**src/rtl/raven_spi_pkg.sv**
```systemverilog
// raven_spi_pkg: shared constants, state encoding and frame builder for the housekeeping SPI master
package raven_spi_pkg;
  localparam logic [7:0] CMD_WRITE  = 8'h80;
  localparam logic [7:0] CMD_READ   = 8'h40;
  localparam int         FRAME_BITS = 24;
  typedef enum logic [2:0] {IDLE, SETUP, SHIFT, HOLD, GAP} state_e;
  function automatic logic [FRAME_BITS-1:0] build_frame(input logic rd, input logic [7:0] a, input logic [7:0] wd);
    return {rd ? CMD_READ : CMD_WRITE, a, rd ? 8'h00 : wd};
  endfunction
endpackage

```
**src/rtl/raven_spi_sckgen.sv**
```systemverilog
// raven_spi_sckgen: CLK_DIV-cycle phase timer with clear, strobing phase_end on the last cycle of each phase
module raven_spi_sckgen #(
  parameter int CLK_DIV = 4
) (
  input  logic clk,
  input  logic resetn,
  input  logic clr,
  output logic phase_end
);
  localparam logic [7:0] LAST = 8'(CLK_DIV - 1);
  logic [7:0] cnt_q, cnt_d;
  assign phase_end = (cnt_q == LAST);
  // reload on clear or at the end of every phase so each phase is exactly CLK_DIV cycles
  always_comb cnt_d = (clr || phase_end) ? 8'd0 : cnt_q + 8'd1;
  // phase counter register
  always_ff @(posedge clk or negedge resetn)
    if (!resetn) cnt_q <= 8'd0;
    else cnt_q <= cnt_d;
endmodule

```
**src/rtl/raven_spi_master.sv**
```systemverilog
// raven_spi_master: single-byte register read/write initiator for the raven_spi housekeeping slave
module raven_spi_master
  import raven_spi_pkg::*;
#(
  parameter int CLK_DIV = 4
) (
  input  logic       clk,
  input  logic       resetn,
  input  logic       start,
  input  logic       rw,
  input  logic [7:0] addr,
  input  logic [7:0] wdata,
  output logic       busy,
  output logic       done,
  output logic [7:0] rdata,
  output logic       spi_csb,
  output logic       spi_sck,
  output logic       spi_sdi,
  input  logic       spi_sdo
);
  state_e                  state_q, state_d;
  logic                    sck_q, sck_d;
  logic                    csb_q, csb_d;
  logic                    rw_q, rw_d;
  logic                    done_q, done_d;
  logic [FRAME_BITS-1:0]   tx_q, tx_d;
  logic [7:0]              rx_q, rx_d;
  logic [7:0]              rdata_q, rdata_d;
  logic [4:0]              bit_q, bit_d;
  logic                    phase_end;

  raven_spi_sckgen #(.CLK_DIV(CLK_DIV)) u_sckgen (
    .clk       (clk),
    .resetn    (resetn),
    .clr       (state_q == IDLE),
    .phase_end (phase_end)
  );

  assign busy    = (state_q != IDLE);
  assign done    = done_q;
  assign rdata   = rdata_q;
  assign spi_csb = csb_q;
  assign spi_sck = sck_q;
  // SDI is the TX MSB; the final shift at the last falling SCK empties the register, so SDI is 0 in HOLD and idle
  assign spi_sdi = tx_q[FRAME_BITS-1];

  // frame sequencing: next state, SCK/CSB levels, shift registers and read capture
  always_comb begin
    state_d = state_q;
    sck_d   = sck_q;
    csb_d   = csb_q;
    rw_d    = rw_q;
    done_d  = 1'b0;
    tx_d    = tx_q;
    rx_d    = rx_q;
    rdata_d = rdata_q;
    bit_d   = bit_q;
    case (state_q)
      IDLE: if (start) begin
        state_d = SETUP;
        csb_d   = 1'b0;
        rw_d    = rw;
        tx_d    = build_frame(rw, addr, wdata);
        bit_d   = 5'd0;
      end
      SETUP: if (phase_end) begin
        state_d = SHIFT;
        sck_d   = 1'b1;
      end
      SHIFT: if (phase_end) begin
        if (sck_q) begin
          sck_d = 1'b0;
          tx_d  = {tx_q[FRAME_BITS-2:0], 1'b0};
          if (bit_q == 5'd23) state_d = HOLD;
          else bit_d = bit_q + 5'd1;
        end else begin
          sck_d = 1'b1;
          if (bit_q[4]) rx_d = {rx_q[6:0], spi_sdo};
        end
      end
      HOLD: if (phase_end) begin
        state_d = GAP;
        csb_d   = 1'b1;
        done_d  = 1'b1;
        rdata_d = rw_q ? rx_q : rdata_q;
      end
      GAP: if (phase_end) state_d = IDLE;
      default: state_d = IDLE;
    endcase
  end

  // state and datapath registers; reset abandons any frame and clears rdata
  always_ff @(posedge clk or negedge resetn)
    if (!resetn) begin
      state_q <= IDLE;
      sck_q   <= 1'b0;
      csb_q   <= 1'b1;
      rw_q    <= 1'b0;
      done_q  <= 1'b0;
      tx_q    <= '0;
      rx_q    <= 8'h00;
      rdata_q <= 8'h00;
      bit_q   <= 5'd0;
    end else begin
      state_q <= state_d;
      sck_q   <= sck_d;
      csb_q   <= csb_d;
      rw_q    <= rw_d;
      done_q  <= done_d;
      tx_q    <= tx_d;
      rx_q    <= rx_d;
      rdata_q <= rdata_d;
      bit_q   <= bit_d;
    end
endmodule

```
**config.mk**
```make
export PLATFORM = sky130hd
export DESIGN_NAME = raven_spi_master
export DESIGN_NICKNAME = d
export VERILOG_FILES = /design/src/rtl/raven_spi_pkg.sv /design/src/rtl/raven_spi_sckgen.sv /design/src/rtl/raven_spi_master.sv
export SDC_FILE = /design/constraint.sdc
export NUM_CORES = 1
export LEC_CHECK = 0
export BUFFER_PORTS_ARGS = -buffer_cell sky130_fd_sc_hd__buf_2
export CAP_MARGIN = 40
export CORE_MARGIN = 5
export CORE_UTILIZATION = 35
export DETAILED_ROUTE_END_ITERATION = 6
export MAX_ROUTING_LAYER = met4
export PLACE_DENSITY = 0.53
export SKIP_CTS_REPAIR_TIMING = 1
export SYNTH_ARGS = -nofsm -noshare
export SYNTH_HDL_FRONTEND = slang
export SYNTH_SLANG_ARGS = --single-unit
```
**constraint.sdc**
```tcl
create_clock -name clk -period 4.1 [get_ports clk]
set_input_delay 0 -clock clk [delete_from_list [all_inputs] [get_ports clk]]
set_output_delay 0 -clock clk [all_outputs]
set_load 0.05 [all_outputs]
```
## Yosys cells after proc, flatten, opt, wreduce, memory -nomap -nowiden

Index checks and enable logic that the tools add are counted.

- Muxes and demuxes: 28
- $add $sub $neg: 2
- Equal/unequal tests: 14
- Reduce and logical (&&, ||, !) cells: 14
- Bitwise gates (word level): 1

Operator list:

| operator | count |
|---|---|
| $mux W24 | 3 |
| $pmux W24 S2 | 1 |
| $mux W8 | 3 |
| $mux W3 | 7 |
| $mux W5 | 4 |
| $pmux W3 S5 | 1 |
| $pmux W5 S2 | 1 |
| $reduce_and A3 Y1 | 3 |
| $add A8 B1 Y8 const B | 1 |
| $eq A8 B2 Y1 const B | 1 |
| $ne A2 B1 Y1 const B | 4 |
| $ne A2 B2 Y1 const B | 4 |
| $reduce_and A4 Y1 | 2 |
| $reduce_and A7 Y1 | 1 |
| $eq A3 B2 Y1 const B | 2 |
| $mux W1 | 6 |
| $reduce_bool A2 Y1 | 3 |
| $add A5 B1 Y5 const B | 1 |
| $eq A5 B5 Y1 const B | 1 |
| $reduce_and A5 Y1 | 1 |
| $pmux W1 S2 | 2 |
| $eq A3 B1 Y1 const B | 1 |
| $eq A3 B3 Y1 const B | 1 |
| $logic_not A3 Y1 | 1 |
| other kinds (4) | 4 |

- Logic and storage cells: 69
- Bits in registers: 60
- Input port bits: 21
- Output and inout port bits: 13

## Depth between registers and ports, before layout

- Depth after elaboration: 5
- Gate-level depth with buffers: 7
- Mapped depth without buffers: 5

## Modules after synthesis

Synthesis repeated with hierarchy kept, for this count alone.

- Cells, all modules: 249
- Area total of the unflattened synthesis: 2965.3 um2

Modules (own cells, without submodules):

| module | sequential area each (um2) | cells each | area an instance (um2) | instances |
|---|---|---|---|---|
| raven_spi_master | 1302.5 | 210 | 2557.5 | 1 |
| raven_spi_sckgen | 200.2 | 39 | 407.9 | 1 |

## Worst setup path after synthesis

Ideal clock, no wire load.

- Path type: register to register
- Start: reg sck_q, in the netlist spi_sck
- End: reg tx_q[10]
- Data required time: 3.975 ns
- Clock period less this slack: 2.069 ns
- Arrival time: 1.944 ns
- Stages on the path, launching flop included: 6
- Setup slack: 2.031 ns
- Buffers on the path: 1
- Setup time: 0.125 ns
- Path through: dfrtp_1 > mux2i_1 > or3_4 > a21oi_4 > buf_12 > mux2_4

- Cells in the longest elaborated chain, start to end: 2

Ends and longest elaborated chain:

| what | RTL line | text |
|---|---|---|
| start, declared | raven_spi_master.sv:22 | `logic sck_q, sck_d;` |
| start signal, assigned | raven_spi_master.sv:106 | `sck_q <= sck_d;` |
| $ne A2 B2 Y1 (no source line) | -- |  |
| $reduce_and A4 Y1 (no source line) | -- |  |
| end signal, assigned | raven_spi_master.sv:110 | `tx_q <= tx_d;` |
| end, declared | raven_spi_master.sv:26 | `logic [FRAME_BITS-1:0] tx_q, tx_d;` |

No other way between the ends.
A chain may end at the register's enable or synchronous reset.

## Worst setup path after layout

- Start: reg u_sckgen.cnt_q[0]
- End: reg tx_q[14]

- Cells in the longest elaborated chain, start to end: 3

Ends and longest elaborated chain:

| what | RTL line | text |
|---|---|---|
| start, declared | raven_spi_sckgen.sv:11 | `logic [7:0] cnt_q, cnt_d;` |
| start signal, assigned | raven_spi_sckgen.sv:18 | `else cnt_q <= cnt_d;` |
| $eq A8 B2 Y1 | raven_spi_sckgen.sv:12 | `assign phase_end = (cnt_q == LAST);` |
| $ne A2 B1 Y1 (no source line) | -- |  |
| $reduce_and A4 Y1 (no source line) | -- |  |

No other way between the ends.

==> qor.yml <==
outcome:
  run_status: "finished, final reports clean"
finish:
  layout.filler_cells: 804
  instances_no_fill: 388
  share_of_final_layout_standard_cells_stronger_than_drive_strength_1_pct: 33.6
  final_core_util_pct: 41.2
  num_antenna_cells: 0
  layout_net_count: 301
  area_growth_pct: 16.9
routing:
  drt_first_iter_violations: 91
  drt_pass1_iterations: 4
  remaining_drc_errors: 0
  drt-wirelength-per-cell_um: 14.0
  route.final.wire_length_um: 5430
  viasPerCell: 4.94
  drtAntennaViolNets: 0
  vias: 1918
clock_tree:
  clock_latency_late_sink_ps: 330
  cts-buffers-inserted: 9
  numClockSinks: 60
  clock_path_buffers: 2
  clk_transition_reported_paths_ps: 70
  cts_tree: "done"
  cts_htree_levels: 3
  cts_root_buf: "clkbuf_8"
floorplanning:
  rows: 33
  initial_utilization_pct: 35.2
  dieArea_sq_um: 10000
  core-area_sq_um: 8090
  die_y_um: 100
  dieWidth_um: 100
  boundary_pin_count: 34
place:
  globalplace.congestion: 0.719
  dpl_worst_slack_ps: 1330
  place.detailed.instances: 370
  hpwl_um: 3480
  place.port_buffers: 33
synthesis:
  synth-seq-area-share_pct: 52.7
  postSynthNetCount: 264
  synth.top_cell.area_share_pct: 51.8
  syn-cell-area_sq_um: 2850
  synth_top_cell_by_area: "dfrtp_1"
  edff_count_synth: 0
  async_reset_ff_share_pct: 100
  synth_most_common_cell: "dfrtp_1"
  synth_area_per_cell_sq_um: 11.8
  ys_top_cells_by_count: "59 x dfrtp_1, 32 x mux2_2, 17 x inv_1, 12 x a21oi_1, 12 x nor2_1"
  synth.yosys.warnings: 0
  synth_seq_cells: 60
  number_of_distinct_library_cells_after_synthesis: 42
  post_synth_inst_count: 241
  dominantRegCellSynth: "dfrtp_1"
  ys_top_cells_by_area: "dfrtp_1 52%, mux2_2 13%, mux2i_1 2.8%, mux2_4 2.6%, nor3b_1 2.4%"
critical_path:
  arrival_ps: 2960
  endpoint_kind: "flip-flop"
  critPathRequiredTime_ps: 4310
  start_kind: "flip-flop"
  max_fanout_on_critical_path: 26
  setup_crit_path_kind: "flip-flop to flip-flop"
timing:
  final_max_slew_viol_count: 0
  slew_headroom_pct: 41.1
  timing.final.hold_violations: 0
  period_needed_ps: 2750
  fin_skew_ps: 11.8
  setup_violations: 0
  post-route-worst-setup-slack_ps: 1350
  max_clock_freq_mhz: 363
  setup_repair_after_global_routing_missed_its_margin: "false"
  final_min_period_over_clock_period_pct: 67.2
  worstMarginPinSlew_ps: 881
  setup_tns_ps: 0
global_route:
  grt_usage_pct: 12.4
  globalRoute.totalOverflow: 0
  antenna_found_initial: 0
  grt_start_max_net_pins: 61
  grt_pass1_wl_um: 9570
  via_count_of_the_first_global_routing_pass: 2029
pwr:
  vdd.ir_drop.worst_mv: 0.335
  netSwitchingPower_mw: 0.744
  intPower_mw: 1.41
  power_density_nw_per_um2: 647
  clock_power_share_pct: 27.2
  combinationalPowerShare_pct: 31.6
  power.total_mw: 2.16
  sequentialPowerShare_pct: 41.2
  p_leak_nw: 1.53
  power.share.switching_pct: 34.5
min_path:
  hold_path.class: "input pin to flip-flop"
job:
  maxCapViolCount: 0
-- power groups by stage --
| stage | Sequential, mW | Clock, mW | Combinational [mW] |
|---|---|---|---|
| 6_report | 0.889 | 0.586 | 0.681 |
| 5_1_grt | 0.914 | 0.627 | 0.760 |
| 3_3_place_gp | 0.895 | 0 | 0.676 |
| 3_5_place_dp | 0.896 | 0 | 0.687 |
| 2_1_floorplan | 0.900 | 0 | 0.546 |
| 4_1_cts | 0.889 | 0.605 | 0.689 |
-- per-layer routing --
metal  global-route usage [%]  up-vias  routed length (um)
met5                        -        -                   0
met4                     4.97        0                  77
met3                     3.61        4                 178
met2                     18.8       31                2530
met1                     15.7      956                2640
li1                         -      927                   -
-- layout make-up --
cell class	instances	area [sq um]	share of cell area [%]
clock inverter	4	72.6	2.18
multi-input combinational	152	1210	36.3
sequential	60	1500	45.1
clock buffer	12	145	4.36
inverter	17	63.8	1.92
timing repair buffer	38	208	6.24
tap	105	131	3.94
-- registers in the layout (all words and copies together), names as in the netlist --
name            count
rdata               8
tx_q               24
done                1
rw_q                1
spi_sck             1
rx_q                8
spi_csb             1
u_sckgen.cnt_q      8
state_q             3
bit_q               5
-- critical path, stage by stage (launching register included) --
cell and delay (ps):
dfrtp_1 390, ha_1 210, nor3b_1 420, nand2_1 380
a21oi_4 810, mux2_2 410
-- logic make-up after synthesis --
kind of cell               count (synthesis)  synth area share, %
adders and majority gates                  2                0.878
AOI/OAI and AO/OA                         35                 7.77
muxes                                     45                 18.1
and+or+nand+nor                           63                 13.3
buffers and inverters                     29                 5.09
xor gates and xnor gates                   7                 2.15
DFF                                       60                 52.7
-- cells in the final DEF (no fill, tap or decap), drive strengths merged --
cell type,n
clkinvlp,1
dlygate4sd3,2
a31oi,4
o21a,1
dfrtp,59
a21oi,13
clkbuf,12
nor2,12
bufinv,2
a211o,1
inv,17
nand3b,1
o2111ai,1
nand4,8
nand3,6
ha,2
nor4,1
and4,1
or4,1
o21ai,9
mux2i,8
o31a,1
mux2,37
xnor2,3
nor3b,10
a31o,1
nor3,3
nand2,10
buf,36
o211ai,3
and2,2
dfstp,1
nand4b,2
and3,4
clkinv,1
nor2b,1
o32a,1
xor2,4
or3,1
-- stage by stage --
step	hold slack (ps)	instance area, sq um
2_1_floorplan	-296	2850
3_3_place_gp	210	3090
3_5_place_dp	214	3090
4_1_cts	-155	3310
5_1_grt	34.4	3330
6_report	34.0	3330
-- path summary, 6_finish.rpt --
path | startpoint | to | slack [ps] | cells past startpoint
setup reg to reg | u_sckgen.cnt_q[0] | tx_q[14] | 1350 | 5
setup / recovery | u_sckgen.cnt_q[0] | tx_q[14] | 1350 | 5
min in group asynchronous | resetn | rdata[3] | 380 | 3
hold / removal | addr[6] | tx_q[14] | 30 | 3
hold reg to reg | u_sckgen.cnt_q[0] | u_sckgen.cnt_q[0] | 490 | 1
max in group asynchronous | resetn | tx_q[2] | 3220 | 3
No activity file was read; power rests on OpenSTA's default activity.
